<file path="config.mk">
export PLATFORM = sky130hd
export DESIGN_NAME = instr_fetch_unit_flat
export DESIGN_NICKNAME = d
export VERILOG_FILES = /design/src/rtl/instr_fetch_unit_if.sv /design/src/rtl/instr_fetch_unit.sv /design/src/flat_wrapper.sv
export SDC_FILE = /design/constraint.sdc
export NUM_CORES = 1
export LEC_CHECK = 0
export CAP_MARGIN = 25
export CORE_MARGIN = 1.5
export CORE_UTILIZATION = 52
export DETAILED_ROUTE_END_ITERATION = 8
export PLACE_DENSITY = 0.87
export SETUP_SLACK_MARGIN = 0.3
export SLEW_MARGIN = 20
export SYNTH_ARGS = -nofsm -noshare
export SYNTH_HDL_FRONTEND = slang
export SYNTH_SLANG_ARGS = --single-unit
</file>
<file path="constraint.sdc">
create_clock -name clk -period 6 [get_ports clk]
set_input_delay 1.2 -clock clk [delete_from_list [all_inputs] [get_ports clk]]
set_output_delay 1.2 -clock clk [all_outputs]
set_load 0.005 [all_outputs]
</file>
<file path="src/rtl/instr_fetch_unit_if.sv">
// instr_fetch_unit_if: instruction-memory req/ack fetch bus.
// master = fetch unit, slave = instruction memory.
interface instr_fetch_unit_if;
  logic        imem_req;
  logic [31:0] imem_addr;
  logic        imem_ack;
  logic [31:0] imem_rdata;

  modport master (
    output imem_req,
    output imem_addr,
    input  imem_ack,
    input  imem_rdata
  );

  modport slave (
    input  imem_req,
    input  imem_addr,
    output imem_ack,
    output imem_rdata
  );
endinterface

</file>
<file path="src/rtl/instr_fetch_unit.sv">
// instr_fetch_unit: PC owner and imem fetch FSM (FETCH -> WAIT -> ISSUE).
// Define FETCH_TIMEOUT_EN to abort fetches that see no ack within TIMEOUT cycles.
module instr_fetch_unit #(
  parameter logic [31:0] PC_RESET = 32'h0000_0000,
  parameter int          TIMEOUT  = 16
) (
  input  logic               clk,
  input  logic               reset,
  input  logic               PC_sel,
  input  logic               PC_lden,
  input  logic               instr_done,
  instr_fetch_unit_if.master imem,
  output logic [31:0]        instr,
  output logic               instr_valid,
  output logic [31:0]        pc_out,
  output logic               fetch_err
);

  typedef enum logic [1:0] {
    S_FETCH,
    S_WAIT,
    S_ISSUE
  } state_t;

  state_t      state_q, state_d;
  logic [31:0] pc_q, pc_d;
  logic [31:0] instr_q, instr_d;
  logic        valid_q, valid_d;
  logic        req_q, req_d;
  logic [31:0] br_off, next_pc;

  if (TIMEOUT < 1) begin : g_bad_timeout
    $error("TIMEOUT must be at least 1");
  end

`ifdef FETCH_TIMEOUT_EN
  localparam int CNT_W = $clog2(TIMEOUT + 1);
  logic [CNT_W-1:0] cnt_q, cnt_d;
  logic             err_q, err_d;
`endif

  // Branch offset is a signed word offset relative to pc+4.
  assign br_off  = PC_sel ?
                   {{14{instr_q[15]}}, instr_q[15:0], 2'b00} :
                   32'h0;
  assign next_pc = pc_q + 32'd4 + br_off;

  always_comb begin
    state_d = state_q;
    pc_d    = pc_q;
    instr_d = instr_q;
    valid_d = valid_q;
    req_d   = req_q;
`ifdef FETCH_TIMEOUT_EN
    cnt_d   = '0;
    err_d   = err_q;
`endif
    unique case (state_q)
      S_FETCH: begin
        req_d   = 1'b1;
        state_d = S_WAIT;
      end
      S_WAIT: begin
        if (imem.imem_ack) begin
          instr_d = imem.imem_rdata;
          valid_d = 1'b1;
          req_d   = 1'b0;
          state_d = S_ISSUE;
        end
`ifdef FETCH_TIMEOUT_EN
        else if (cnt_q == CNT_W'(TIMEOUT - 1)) begin
          instr_d = 32'h0;
          valid_d = 1'b1;
          req_d   = 1'b0;
          err_d   = 1'b1;
          state_d = S_ISSUE;
        end else begin
          cnt_d = cnt_q + CNT_W'(1);
        end
`endif
      end
      S_ISSUE: begin
        if (instr_done) begin
          valid_d = 1'b0;
          if (PC_lden) pc_d = next_pc;
          state_d = S_FETCH;
        end
      end
      default: state_d = S_FETCH;
    endcase
  end

  always_ff @(posedge clk) begin
    if (reset) begin
      state_q <= S_FETCH;
      pc_q    <= PC_RESET;
      instr_q <= 32'h0;
      valid_q <= 1'b0;
      req_q   <= 1'b0;
`ifdef FETCH_TIMEOUT_EN
      cnt_q   <= '0;
      err_q   <= 1'b0;
`endif
    end else begin
      state_q <= state_d;
      pc_q    <= pc_d;
      instr_q <= instr_d;
      valid_q <= valid_d;
      req_q   <= req_d;
`ifdef FETCH_TIMEOUT_EN
      cnt_q   <= cnt_d;
      err_q   <= err_d;
`endif
    end
  end

  assign imem.imem_req  = req_q;
  assign imem.imem_addr = pc_q;
  assign instr          = instr_q;
  assign instr_valid    = valid_q;
  assign pc_out         = pc_q;
`ifdef FETCH_TIMEOUT_EN
  assign fetch_err      = err_q;
`else
  assign fetch_err      = 1'b0;
`endif

endmodule

</file>
<file path="src/flat_wrapper.sv">
// flat-port wrapper written by rule: the top's interface ports become plain ports
module instr_fetch_unit_flat 
#(
  parameter logic [31:0] PC_RESET = 32'h0000_0000,
  parameter int          TIMEOUT  = 16
)
  (clk, reset, PC_sel, PC_lden, instr_done, instr, instr_valid, pc_out, fetch_err, imem_imem_req, imem_imem_addr, imem_imem_ack, imem_imem_rdata);
  instr_fetch_unit_if imem_i ();
  input  logic clk;
  input  logic reset;
  input  logic PC_sel;
  input  logic PC_lden;
  input  logic instr_done;
  output logic [31:0] instr;
  output logic instr_valid;
  output logic [31:0] pc_out;
  output logic fetch_err;
  output wire logic [$bits(imem_i.imem_req)-1:0] imem_imem_req;
  output wire logic [$bits(imem_i.imem_addr)-1:0] imem_imem_addr;
  input wire logic [$bits(imem_i.imem_ack)-1:0] imem_imem_ack;
  input wire logic [$bits(imem_i.imem_rdata)-1:0] imem_imem_rdata;
  assign imem_imem_req = imem_i.imem_req;
  assign imem_imem_addr = imem_i.imem_addr;
  assign imem_i.imem_ack = imem_imem_ack;
  assign imem_i.imem_rdata = imem_imem_rdata;
  instr_fetch_unit #(.PC_RESET(PC_RESET), .TIMEOUT(TIMEOUT)) u_core (.clk(clk), .reset(reset), .PC_sel(PC_sel), .PC_lden(PC_lden), .instr_done(instr_done), .imem(imem_i), .instr(instr), .instr_valid(instr_valid), .pc_out(pc_out), .fetch_err(fetch_err));
endmodule
</file>
==> qor.csv <==
stage,metric,value,unit
critical_path,reg2reg_to,u_core.imem.imem_addr[31]$_SDFFE_PP0P_,
finish,drive_above_1_share,0.04036,
critical_path,cp-end-kind,flop,
critical_path,crit_buf_inv,1,
clocking,cts_tree,built,
yosys,ys_warn_count,0,
critical_path,rr_startpoint,u_core.instr[15]$_SDFFE_PP0P_,
critical_path,path_delay_family,compound AO/OA/AOI/OAI gates,
clocking,cts_hold_buf,0,
clocking,ctsHtreeMaxLevel,3,
yosys,synthAdderAreaFrac,0.1243,
yosys,async_flop_share,0,
yosys,synth_compound_area_frac,0.2157,
placed_design,place_congestion,0.9373,
global_route,antenna_found_initial,0,
worst_hold_path,hold_path.class,reg -> reg,
sta,slew_headroom,0.3593,
sta,worstMarginPinSlew,0.9581,ns
sta,fmax,202.3,MHz
yosys,synthMuxAreaShare,0,
yosys,ys_types,54,
placed_design,hpwlAfterDp,8.654,mm
critical_path,r2r_setup_slack,2.58,ns
floorplan,dieArea,9200,µm²
finish,fin_area,5806,µm²
outcome,outcome,finished clean,
yosys,synth_ff_type,dfxtp_1,
global_route,first_global_vias,3944,
yosys,synth-simple-area-share,0.2074,
critical_path,slowest_delay,0.92,ns
drt,antenna_left,0,
placed_design,numPortBuffers,131,
yosys,synth_edf_count,0,
finish,final_common_cell,clkdlybuf4s50_1,
power_and_ir_drop,peakVddDrop,107.7,µV
clocking,post-cts-setup-buffers,0,
drt,routed_wl,11.89,mm
clocking,numCtsBuffers,9,
placed_design,place_area,5619,µm²
clocking,path_clk_slew,0.08,ns
critical_path,criticalPathCategory,in -> reg,
global_route,grt_max_degree,67,
global_route,grt_usage,0.2633,
drt,vias_per_cell,5.633,
critical_path,endpoint,u_core.imem.imem_addr[30]$_SDFFE_PP0P_,
drt,wl_per_cell,15.36,µm
sta,post-route-min-period,4.943,ns
clocking,clk_latency,0.34,ns
sta,rsz0062_at_grt,false,
critical_path,r2r_cells,12,
sta,hold_viol,0,
finish,layout_common_cells,"clkdlybuf4s50_1, nand2_1, a21oi_1",
clocking,root_buffer,clkbuf_8,
yosys,synth_top_family_by_area,compound AO/OA/AOI/OAI gates,
critical_path,cp_data_arrival_time,5.18,ns
sta,fin_skew,0.01321,ns
critical_path,cp_cell_sequence,"clkdlybuf4s50_1, and2_1, ha_1, ha_1, a2111oi_4, o21ai_2, and4_4, a311o_1, a211oi_4, o221ai_2, xor2_1, a22o_1",
floorplan,rows,33,
floorplan,die_w,95.92,µm
floorplan,coreArea,8299,µm²
clocking,cts_buffer_depth,2,
finish,area_growth,29.32,%
yosys,syn_area_per_cell,7.780,µm²
sta,setup_tns,0,ns
power_and_ir_drop,p_leak,2.378,nW
finish,diodes,0,
clocking,ctsResizeCount,0,
global_route,overflow,0,
clocking,clkSinkCount,66,
drt,drt_iter0_markers,192,
drt,via_count,4360,
drt,drc_errors,0,
critical_path,path_depth,12,
power_and_ir_drop,cellPowerDensity,165.3,nW/µm²
yosys,ys_seq_area_frac,0.2943,
yosys,synth_cells,577,
critical_path,cp.required,6.24,ns
critical_path,cp-startpoint,PC_sel,
critical_path,worst_setup_path_start_kind,primary input,
floorplan,num_io_pins,137,
floorplan,start_util,0.5409,
worst_hold_path,hp-start,u_core.instr[27]$_SDFFE_PP0P_,
critical_path,cp_max_fo,29,
run,cap_violations,0,
critical_path,slowest_stage,clkdlybuf4s50_1,
critical_path,path_common_cell,ha_1,
yosys,synth-xor-area-share,0.06633,
finish,nNetsFinal,746,
sta,finalSetupViolCount,0,
sta,min_period_over_period,0.8239,
drt,dr.pass1.iters,5,
yosys,synth_seq_cells,66,
global_route,grt_pass1_wl,18.82,mm
floorplan,die_h,95.92,µm
yosys,netlist_area,4489,µm²
sta,slew_viol_final,0,
==> synth_stat cells, types with 2 or more instances <==
master / number / area share
buf_1: 3 / 0.0025
a211oi_1: 10 / 0.017
nor2_1: 24 / 0.020
clkbuf_1: 25 / 0.021
nand3_1: 9 / 0.010
nor3_1: 5 / 0.0056
and3_1: 15 / 0.021
nand3b_1: 4 / 0.0067
o21ai_0: 12 / 0.013
nand4_1: 5 / 0.0070
inv_1: 11 / 0.0092
xnor2_1: 26 / 0.051
o211ai_1: 3 / 0.0050
o21a_1: 2 / 0.0033
a31oi_1: 3 / 0.0042
and2_1: 17 / 0.024
or3_1: 5 / 0.0070
nand2_1: 110 / 0.092
a22o_1: 3 / 0.0059
o21ai_1: 11 / 0.012
buf_4: 35 / 0.059
xor2_1: 8 / 0.016
nor2b_1: 3 / 0.0042
dfxtp_1: 66 / 0.29
a21o_1: 10 / 0.017
o21bai_1: 4 / 0.0067
ha_1: 43 / 0.12
a21oi_1: 79 / 0.088
==> flip-flops by register name (all words and copies together), names as in the netlist <==
name / flops
u_core.imem.imem_req: 1
u_core.instr: 32
u_core.imem.imem_addr: 30
u_core.state_q: 2
u_core.instr_valid: 1
==> kinds of logic after synthesis <==
group / Yosys count
AO/OA/AOI/OAI: 155
XOR/XNOR: 34
adder cells (fa/ha/maj): 44
buffers and inverters: 74
flip-flops: 66
other: 1
AND/OR/NAND/NOR: 203
==> cell type report <==
class / instances / area (µm²)
clock buffer: 11 / 131.4
clock inverter: 5 / 55.05
fill: 685 / 2494
inverter: 11 / 41.29
multi-input combinational: 441 / 2781
sequential: 66 / 1321
tap: 105 / 131.4
timing repair buffer: 135 / 1344
==> how the worst min path moves through the flow <==
stage	to	slack, ns	cells past startpoint
after floorplan	u_core.instr[16]$_SDFFE_PP0P_	0.45	2
after global placement	u_core.instr[25]$_SDFFE_PP0P_	0.44	2
after detailed placement	u_core.instr[31]$_SDFFE_PP0P_	0.45	2
after CTS	u_core.instr[27]$_SDFFE_PP0P_	0.46	2
after global routing	u_core.instr[9]$_SDFFE_PP0P_	0.49	2
final	u_core.instr[27]$_SDFFE_PP0P_	0.46	2
==> through the flow <==
stage               hold WS (ns)    util  setup WS [ns]  instances  total power, mW
floorplan                 0.4527       -          1.752        581           0.5295
global placement          0.4415  0.6747         0.8474        757           0.5876
detailed placement        0.4508  0.6771         0.7398        758           0.5917
CTS                       0.4606  0.6995          1.096        774           0.9587
global route              0.4863  0.6995         0.9168        774           0.9948
finish                    0.4578  0.6995          1.057        774           0.9598
==> metal layers <==
metal	routed length, µm	global-route usage	vias to the layer above	share of wire
met4	197	0.08333	0	0.017
met3	731	0.05213	20	0.061
met1	5323	0.3423	2035	0.45
met2	5639	0.4360	162	0.47
li1	-	-	2143	-
met5	0	0	-	0
==> report_power, final <==
group / internal (mW) / leakage, nW / switching (mW)
logic: 0.0635 / 1.75 / 0.0561
registers: 0.451 / 0.535 / 0.0119
clock network: 0.191 / 0.0893 / 0.186
==> worst register-to-register path: cells and delay by family (launching register included) <==
| family | cells | cell delay (ns) |
|---|---|---|
| compound gates | 3 | 0.49 |
| xor+xnor | 2 | 0.34 |
| fa+ha+maj | 1 | 0.42 |
| buf+inv | 1 | 0.26 |
| flops | 1 | 0.66 |
| simple gates | 5 | 1.17 |
No activity file was read; power rests on OpenSTA's default activity.
